--- config.mk ---
export PLATFORM = sky130hd
export DESIGN_NAME = bus_timer
export DESIGN_NICKNAME = d
export VERILOG_FILES = /design/src/rtl/bus_timer.sv
export SDC_FILE = /design/constraint.sdc
export NUM_CORES = 1
export LEC_CHECK = 0
export CORE_MARGIN = 4
export CORE_UTILIZATION = 40
export DETAILED_ROUTE_END_ITERATION = 8
export PLACE_DENSITY = 0.66
export SLEW_MARGIN = 0
export SYNTH_ARGS = -nofsm -noshare
export SYNTH_HDL_FRONTEND = slang
export SYNTH_SLANG_ARGS = --single-unit
--- constraint.sdc ---
create_clock -name clk -period 6.5 [get_ports clk]
set_clock_uncertainty 0.1 [all_clocks]
set_input_delay 1.625 -clock clk [delete_from_list [all_inputs] [get_ports clk]]
set_output_delay 1.625 -clock clk [all_outputs]
set_load 0.005 [all_outputs]
--- src/rtl/bus_timer.sv ---
// Memory-mapped interval timer on the CPU tagged bus: 4-word register window,
// prescaled down-counter with optional auto-reload, and a level interrupt.
module bus_timer #(
  parameter logic [19:0] BASE     = 20'hFFFF0,
  parameter int          PRESCALE = 16
) (
  input  logic        clk,
  input  logic        reset_n,
  input  logic [63:0] i_ad,
  input  logic [7:0]  i_tag,
  input  logic        i_astb,
  input  logic        i_atomic,
  input  logic        i_rd,
  input  logic        i_wr,
  output logic [63:0] o_data,
  output logic [7:0]  o_tag,
  output logic        o_sel,
  output logic        o_irq
);

  localparam logic [16:0] PMAX = 17'(PRESCALE - 1);

  localparam logic [1:0] REG_CTRL   = 2'd0;
  localparam logic [1:0] REG_PERIOD = 2'd1;
  localparam logic [1:0] REG_COUNT  = 2'd2;
  localparam logic [1:0] REG_STATUS = 2'd3;

  logic [19:0] waddr;
  logic        hit;
  logic [2:0]  ctrl;
  logic [31:0] period;
  logic [31:0] count;
  logic        pend;
  logic        ovf;
  logic [16:0] presc;

  logic        wr_hit, rd_hit;
  logic        wr_ctrl, wr_period, wr_count, wr_status;
  logic        tick, tick_eff, expire;
  logic        clr_pend, clr_ovf;
  logic [63:0] rd_val;
  logic        unused_bits;

  // Bus protocol: i_astb latches the word address and decode result; any
  // number of i_rd/i_wr cycles may follow. A strobe cycle never reads/writes.
  always_comb begin
    wr_hit    = i_wr & ~i_astb & hit;
    rd_hit    = i_rd & ~i_astb & hit;
    wr_ctrl   = wr_hit & (waddr[1:0] == REG_CTRL);
    wr_period = wr_hit & (waddr[1:0] == REG_PERIOD);
    wr_count  = wr_hit & (waddr[1:0] == REG_COUNT);
    wr_status = wr_hit & (waddr[1:0] == REG_STATUS);
  end

  // A same-cycle CPU write to COUNT overrides the whole tick, expiry included.
  always_comb begin
    tick     = ctrl[0] & (presc == PMAX);
    tick_eff = tick & ~wr_count;
    expire   = tick_eff & (count == 32'd1);
    clr_pend = (wr_status & i_ad[0]) |
               (rd_hit & i_atomic & (waddr[1:0] == REG_STATUS));
    clr_ovf  = (wr_status & i_ad[1]) |
               (rd_hit & i_atomic & (waddr[1:0] == REG_STATUS));
  end

  always_comb begin
    rd_val = '0;
    case (waddr[1:0])
      REG_CTRL:   rd_val = {61'd0, ctrl};
      REG_PERIOD: rd_val = {32'd0, period};
      REG_COUNT:  rd_val = {32'd0, count};
      REG_STATUS: rd_val = {62'd0, ovf, pend};
      default:    rd_val = '0;
    endcase
  end

  always_ff @(posedge clk or negedge reset_n) begin
    if (!reset_n) begin
      waddr <= '0;
      hit   <= 1'b0;
    end else if (i_astb) begin
      waddr <= i_ad[19:0];
      hit   <= (i_ad[19:2] == BASE[19:2]);
    end
  end

  always_ff @(posedge clk or negedge reset_n) begin
    if (!reset_n) begin
      presc <= '0;
    end else if (!ctrl[0] || wr_ctrl || wr_count || tick) begin
      presc <= '0;
    end else begin
      presc <= presc + 17'd1;
    end
  end

  always_ff @(posedge clk or negedge reset_n) begin
    if (!reset_n) begin
      ctrl   <= '0;
      period <= '0;
      count  <= '0;
      pend   <= 1'b0;
      ovf    <= 1'b0;
    end else begin
      if (wr_ctrl) begin
        ctrl <= i_ad[2:0];
      end else if (expire && !ctrl[1]) begin
        ctrl[0] <= 1'b0;
      end

      if (wr_period) begin
        period <= i_ad[31:0];
      end

      if (wr_count) begin
        count <= i_ad[31:0];
      end else if (tick_eff && count > 32'd1) begin
        count <= count - 32'd1;
      end else if (expire) begin
        count <= ctrl[1] ? period : 32'd0;
      end

      // Expiry setting a flag wins over any same-cycle clear.
      if (expire) begin
        pend <= 1'b1;
      end else if (clr_pend) begin
        pend <= 1'b0;
      end

      if (expire && pend) begin
        ovf <= 1'b1;
      end else if (clr_ovf) begin
        ovf <= 1'b0;
      end
    end
  end

  always_ff @(posedge clk or negedge reset_n) begin
    if (!reset_n) begin
      o_data <= '0;
      o_sel  <= 1'b0;
    end else begin
      o_data <= rd_hit ? rd_val : 64'd0;
      o_sel  <= rd_hit;
    end
  end

  assign o_tag = 8'd0;
  assign o_irq = pend & ctrl[2];

  assign unused_bits = &{1'b0, i_tag, i_ad[63:32], waddr[19:2]};

endmodule

======== Word level (Yosys, flattened, before mapping) ========
Index checks and enable logic that the tools add are counted.
W data, S select, Z words.
storage, ports and cells
  output and inout bits ................... 74
  register bits ........................... 154
  logic and storage cells ................. 66
  bits of input ports ..................... 78
operators by class
  eq/ne operators ......................... 6
  add/subtract/negate cells ............... 2
  reductions and logical operators ........ 13
  order comparisons ....................... 1
  muxes and demuxes ....................... 13
  bitwise operators ....................... 20
operators by type and width
  cell                     count
  $pmux W64 S4             1
  $mux W32                 4
  $mux W64                 1
  $eq A32 B1 Y1 const B    1
  $gt A32 B1 Y1 const B    1
  $sub A32 B1 Y32 const B  1
  $eq A18 B18 Y1 const B   1
  $add A17 B1 Y17 const B  1
  $eq A17 B4 Y1 const B    1
  $mux W17                 1
  $and A1 B1 Y1            16
  $mux W1                  6
  $reduce_bool A2 Y1       3
  $eq A2 B2 Y1 const B     2
  $logic_and A1 B1 Y1      3
  $logic_or A1 B1 Y1       3
  $reduce_bool A3 Y1       1
  $eq A2 B1 Y1 const B     1
  $logic_not A1 Y1         2
  $logic_not A2 Y1         1
  $not A1 Y1               2
  $or A1 B1 Y1             2

======== Logic depth before layout (Yosys ltp) ========
  depth in word-level cells ............... 10
  depth in mapped cells ................... 10

======== Least setup slack after synthesis ========
Ideal clock, no wire load.
  path kind ............................... input port to flip-flop
  start ................................... input i_wr
  end ..................................... register count[12]
  data arrival time ....................... 3,162 ps
  cell stages on the path ................. 8
  library setup time ...................... 121 ps
  path slack .............................. 3,117 ps
  required time ........................... 6,279 ps
  path through ............................ and3b_1 and2_1 or3_1 clkbuf_1 clkbuf_1 o211ai_1 o211ai_1 a22o_1
between the ends
  longest elaborated chain between the ends .. 8
  elaborated cells between the ends (all ways) .. 10
  those cells by class .................... mux: 2; bitwise: 6; reduce/logical: 2
ends and longest elaborated chain
  what                             line  text
  start: declaration               14    input logic i_wr,
  $and A1 B1 Y1 (*) (2 in series)  47    wr_hit = i_wr & ~i_astb & hit;
  $and A1 B1 Y1 (*)                51    wr_count = wr_hit & (waddr[1:0] == REG_COUNT);
  $not A1 Y1                       58    tick_eff = tick & ~wr_count;
  $and A1 B1 Y1                    58
  $logic_and A1 B1 Y1              117   end else if (tick_eff && count > 32'd1) begin
  $mux W32                         117
  $mux W32                         115   if (wr_count) begin
  end signal: assignment           116   count <= i_ad[31:0];
  end signal: assignment           118   count <= count - 32'd1;
  end signal: assignment           120   count <= ctrl[1] ? period : 32'd0;
  end: declaration                 32    logic [31:0] count;
Every way passes the cells marked *; elsewhere a longest branch is shown, timed or not.
A chain may end at the register's enable or synchronous reset.

======== Final worst setup path ========
  start ................................... input i_astb
  end ..................................... register count[6]
between the ends
  longest elaborated chain between the ends .. 9
  elaborated cells between the ends (all ways) .. 11
  those cells by class .................... mux: 2; bitwise: 7; reduce/logical: 2
ends and longest elaborated chain
  what                             line  text
  start: declaration               11    input logic i_astb,
  $not A1 Y1 (*)                   47
  $and A1 B1 Y1 (*) (2 in series)  47
  $and A1 B1 Y1 (*)                51
  $not A1 Y1                       58
  $and A1 B1 Y1                    58
  $logic_and A1 B1 Y1              117
  $mux W32                         117
  $mux W32                         115
Marked as above.

==> results_dict.tcl <==
set metrics [dict create \
    path_max_fanout 17 \
    cts_tree "yes" \
    yosysWarnings 0 \
    tns_ns 0 \
    root_buffer "clkbuf_16" \
    layout-area-overhead-vs-synth_pct 20.7 \
    p_switching_mw 0.398 \
    worstReg2RegEnd "count[8]" \
    hold_path.class "flop to flop" \
    slew_headroom 0.158 \
    fin_crit_sh 0.686 \
    drive_gt1_frac 0.134 \
    viasPerCell 5.72 \
    peakVddDrop_v 0.000170 \
    drc 0 \
    wire_per_inst_um 18.8 \
    tightest_slew_ns 1.26 \
    syn_area_sq_um 6510 \
    grt-ovfl-total 0 \
    fmax_ghz 0.224 \
    post_cts_buffers 0 \
    comb_power_share 0.043 \
    grtUsageTotal 0.198 \
    drt_iter0_markers 434 \
    clk_pin_slew_ns 0.06 \
    crit_path_end_kind "flop" \
    cts-resized-gates 0 \
    cts_max_level 4 \
    initial_core_util 0.409 \
    cp_top_family "simple AND/OR/NAND/NOR gates" \
    criticalPathCategory "primary input to flop" \
    async_flop_share 1.00 \
    ys_ff_latch 122 \
    ff2ff_setup_slack_ns 2.94 \
    synth_cells 650 \
    slew_viol_final 0 \
    clkSinkCount 122 \
    r2r-start "count[14]" \
    cp_slowest_cell "clkdlybuf4s50_1" \
    place_congestion 0.916 \
    whs_endpoint "presc[0]" \
    p_clk_frac 0.534 \
    crit_path_cell_trace "clkdlybuf4s50_1 -> and3b_1 -> and2_1 -> or3_1 -> nor2_1 -> buf_4 -> mux2_2 -> a21oi_1" \
    min_period_ns 4.46 \
    hold_viol 0 \
    nFillCells 1489 \
    hold_depth 1 \
    n_antenna_cell 0 \
    p_int_mw 1.41 \
    critical_path_buf_inv_count 2 \
    p_sw_frac 0.220 \
    rsz0062_at_grt "false" \
    rows 46 \
    clk_latency_ns 0.42 \
    grt_max_degree 72 \
    fin_area_sq_um 7860 \
    dieArea_sq_um 18400 \
    io_pins 152 \
    nNetsFinal 792 \
    powerDensity_nw_per_um2 230 \
    synth_edf_count 0 \
    outcome "complete, no violations" \
    dr.pass1.iters 7 \
    synth_ff_type "dfrtp_1" \
    setup_violations 0 \
    die_y_um 136 \
    hpwl_um 12100 \
    die_x_um 136 \
    p_leak_nw 3.41 \
    antenna_found_initial 0 \
    hold_buffers 0 \
    wl_um 17700 \
    clockBufferDepth 2 \
    hold_start "presc[0]" \
    cp.arrival_ns 4.70 \
    grt_pass1_vias 5443 \
    num_vias 5378 \
    critPathMaxStageDelay_ns 0.64 \
    grt_pass1_wl_um 28400 \
    yosysSeqAreaShare 0.469 \
    core_sq_um 15900 \
    power_frac_seq 0.423 \
    max_cap_viol_count 0 \
    syn_area_per_cell_sq_um 10.0 \
    place_area_sq_um 7260 \
    postRouteAntennaNets 0 \
    cp.required_ns 6.74 \
    r2r.worst_path.cells 6 \
    cts_buffers 17 \
    port_buffers 71 \
    crit_path_start_kind "primary input" \
    ys_types 60 \
]
-- power groups by stage --
stage               logic, mW  clock network [mW]  registers (mW)
floorplan              0.0413                   0           0.776
global placement       0.0758                   0           0.778
detailed placement     0.0766                   0           0.778
CTS                    0.0772               0.981           0.765
global route           0.0846                1.02           0.765
finish                 0.0771               0.965           0.765
-- per-layer routing --
metal	routed length [um]	vias up	GRT usage
li1	-	2413	-
met1	7360	2690	0.263
met2	8510	247	0.313
met3	1500	28	0.0501
met4	328	0	0.0767
met5	0	-	0
-- per-stage QoR --
step	power, mW	util	hold WS (ns)	cells	setup slack, ns
final	1.81	0.493	0.374	940	2.04
after global routing	1.87	0.493	0.379	940	1.93
after floorplan	0.817	-	0.325	689	3.12
after global placement	0.854	0.455	0.337	908	1.68
after detailed placement	0.855	0.455	0.365	908	1.68
after CTS	1.82	0.493	0.372	940	2.12
-- sequential cells by signal, indices dropped and copies added, names as in the netlist --
register,flops
waddr,2
hit,1
o_data,32
ovf,1
presc,17
period,32
o_sel,1
pend,1
count,32
ctrl,3
-- synth_stat cells, drive strengths merged, types with 8 or more instances --
library cell  number  area, sq um
xor2              14          123
nand2             46          173
a22oi             35          263
nor2              64          240
clkbuf            25         93.8
o22ai              9         70.1
inv                8         30.0
xnor2             21          184
o21ai             29          145
nor4              21          159
dfrtp            122         3050
nand3             16         85.1
buf               53          367
or4                8         60.1
and3               9         56.3
nor3              18          101
mux2              40          450
a21oi             21          105
-- layout by cell type, fill, tap and decap left out, types with 14 or more instances in the layout --
cell type / instances
dfrtp_1: 122
xnor2_1: 21
clkdlybuf4s50_1: 70
nor4_1: 18
conb_1: 40
nor2_1: 64
nand2_1: 46
o21ai_0: 23
mux2_2: 40
clkbuf_16: 17
a22oi_1: 35
nor3_1: 17
a21oi_1: 21
nand3_1: 15
xor2_1: 14
-- area by class of cell --
type                    instances  area [sq um]  share of cell area
repair buffers                 81           783              0.0996
multi-input cells             481          3120               0.397
flip-flops and latches        122          3050               0.388
well taps                     216           270              0.0344
clock buffers                  20           457              0.0581
clock inverters                12           148              0.0188
inverters                       8          30.0             0.00382
-- cells by family after synthesis --
| group | count (synthesis) | synth area share |
|---|---|---|
| and+or+nand+nor | 219 | 0.174 |
| AOI/OAI and AO/OA | 141 | 0.151 |
| DFF | 122 | 0.469 |
| buffers and inverters | 86 | 0.0753 |
| muxes | 43 | 0.0776 |
| xor gates and xnor gates | 35 | 0.0471 |
| adders and majority gates | 3 | 0.00576 |
| other | 1 | 0.000576 |
-- worst max-delay path by stage --
stage,endpoint,startpoint,cells past startpoint,slack [ns]
final,count[6],i_astb,8,2.04
after global routing,count[3],i_astb,8,1.93
after floorplan,count[12],i_wr,8,3.12
after CTS,count[6],i_astb,8,2.12
after global placement,count[3],i_astb,8,1.68
after detailed placement,count[6],i_astb,8,1.68
Note: power is estimated with default switching activity, not from simulation.
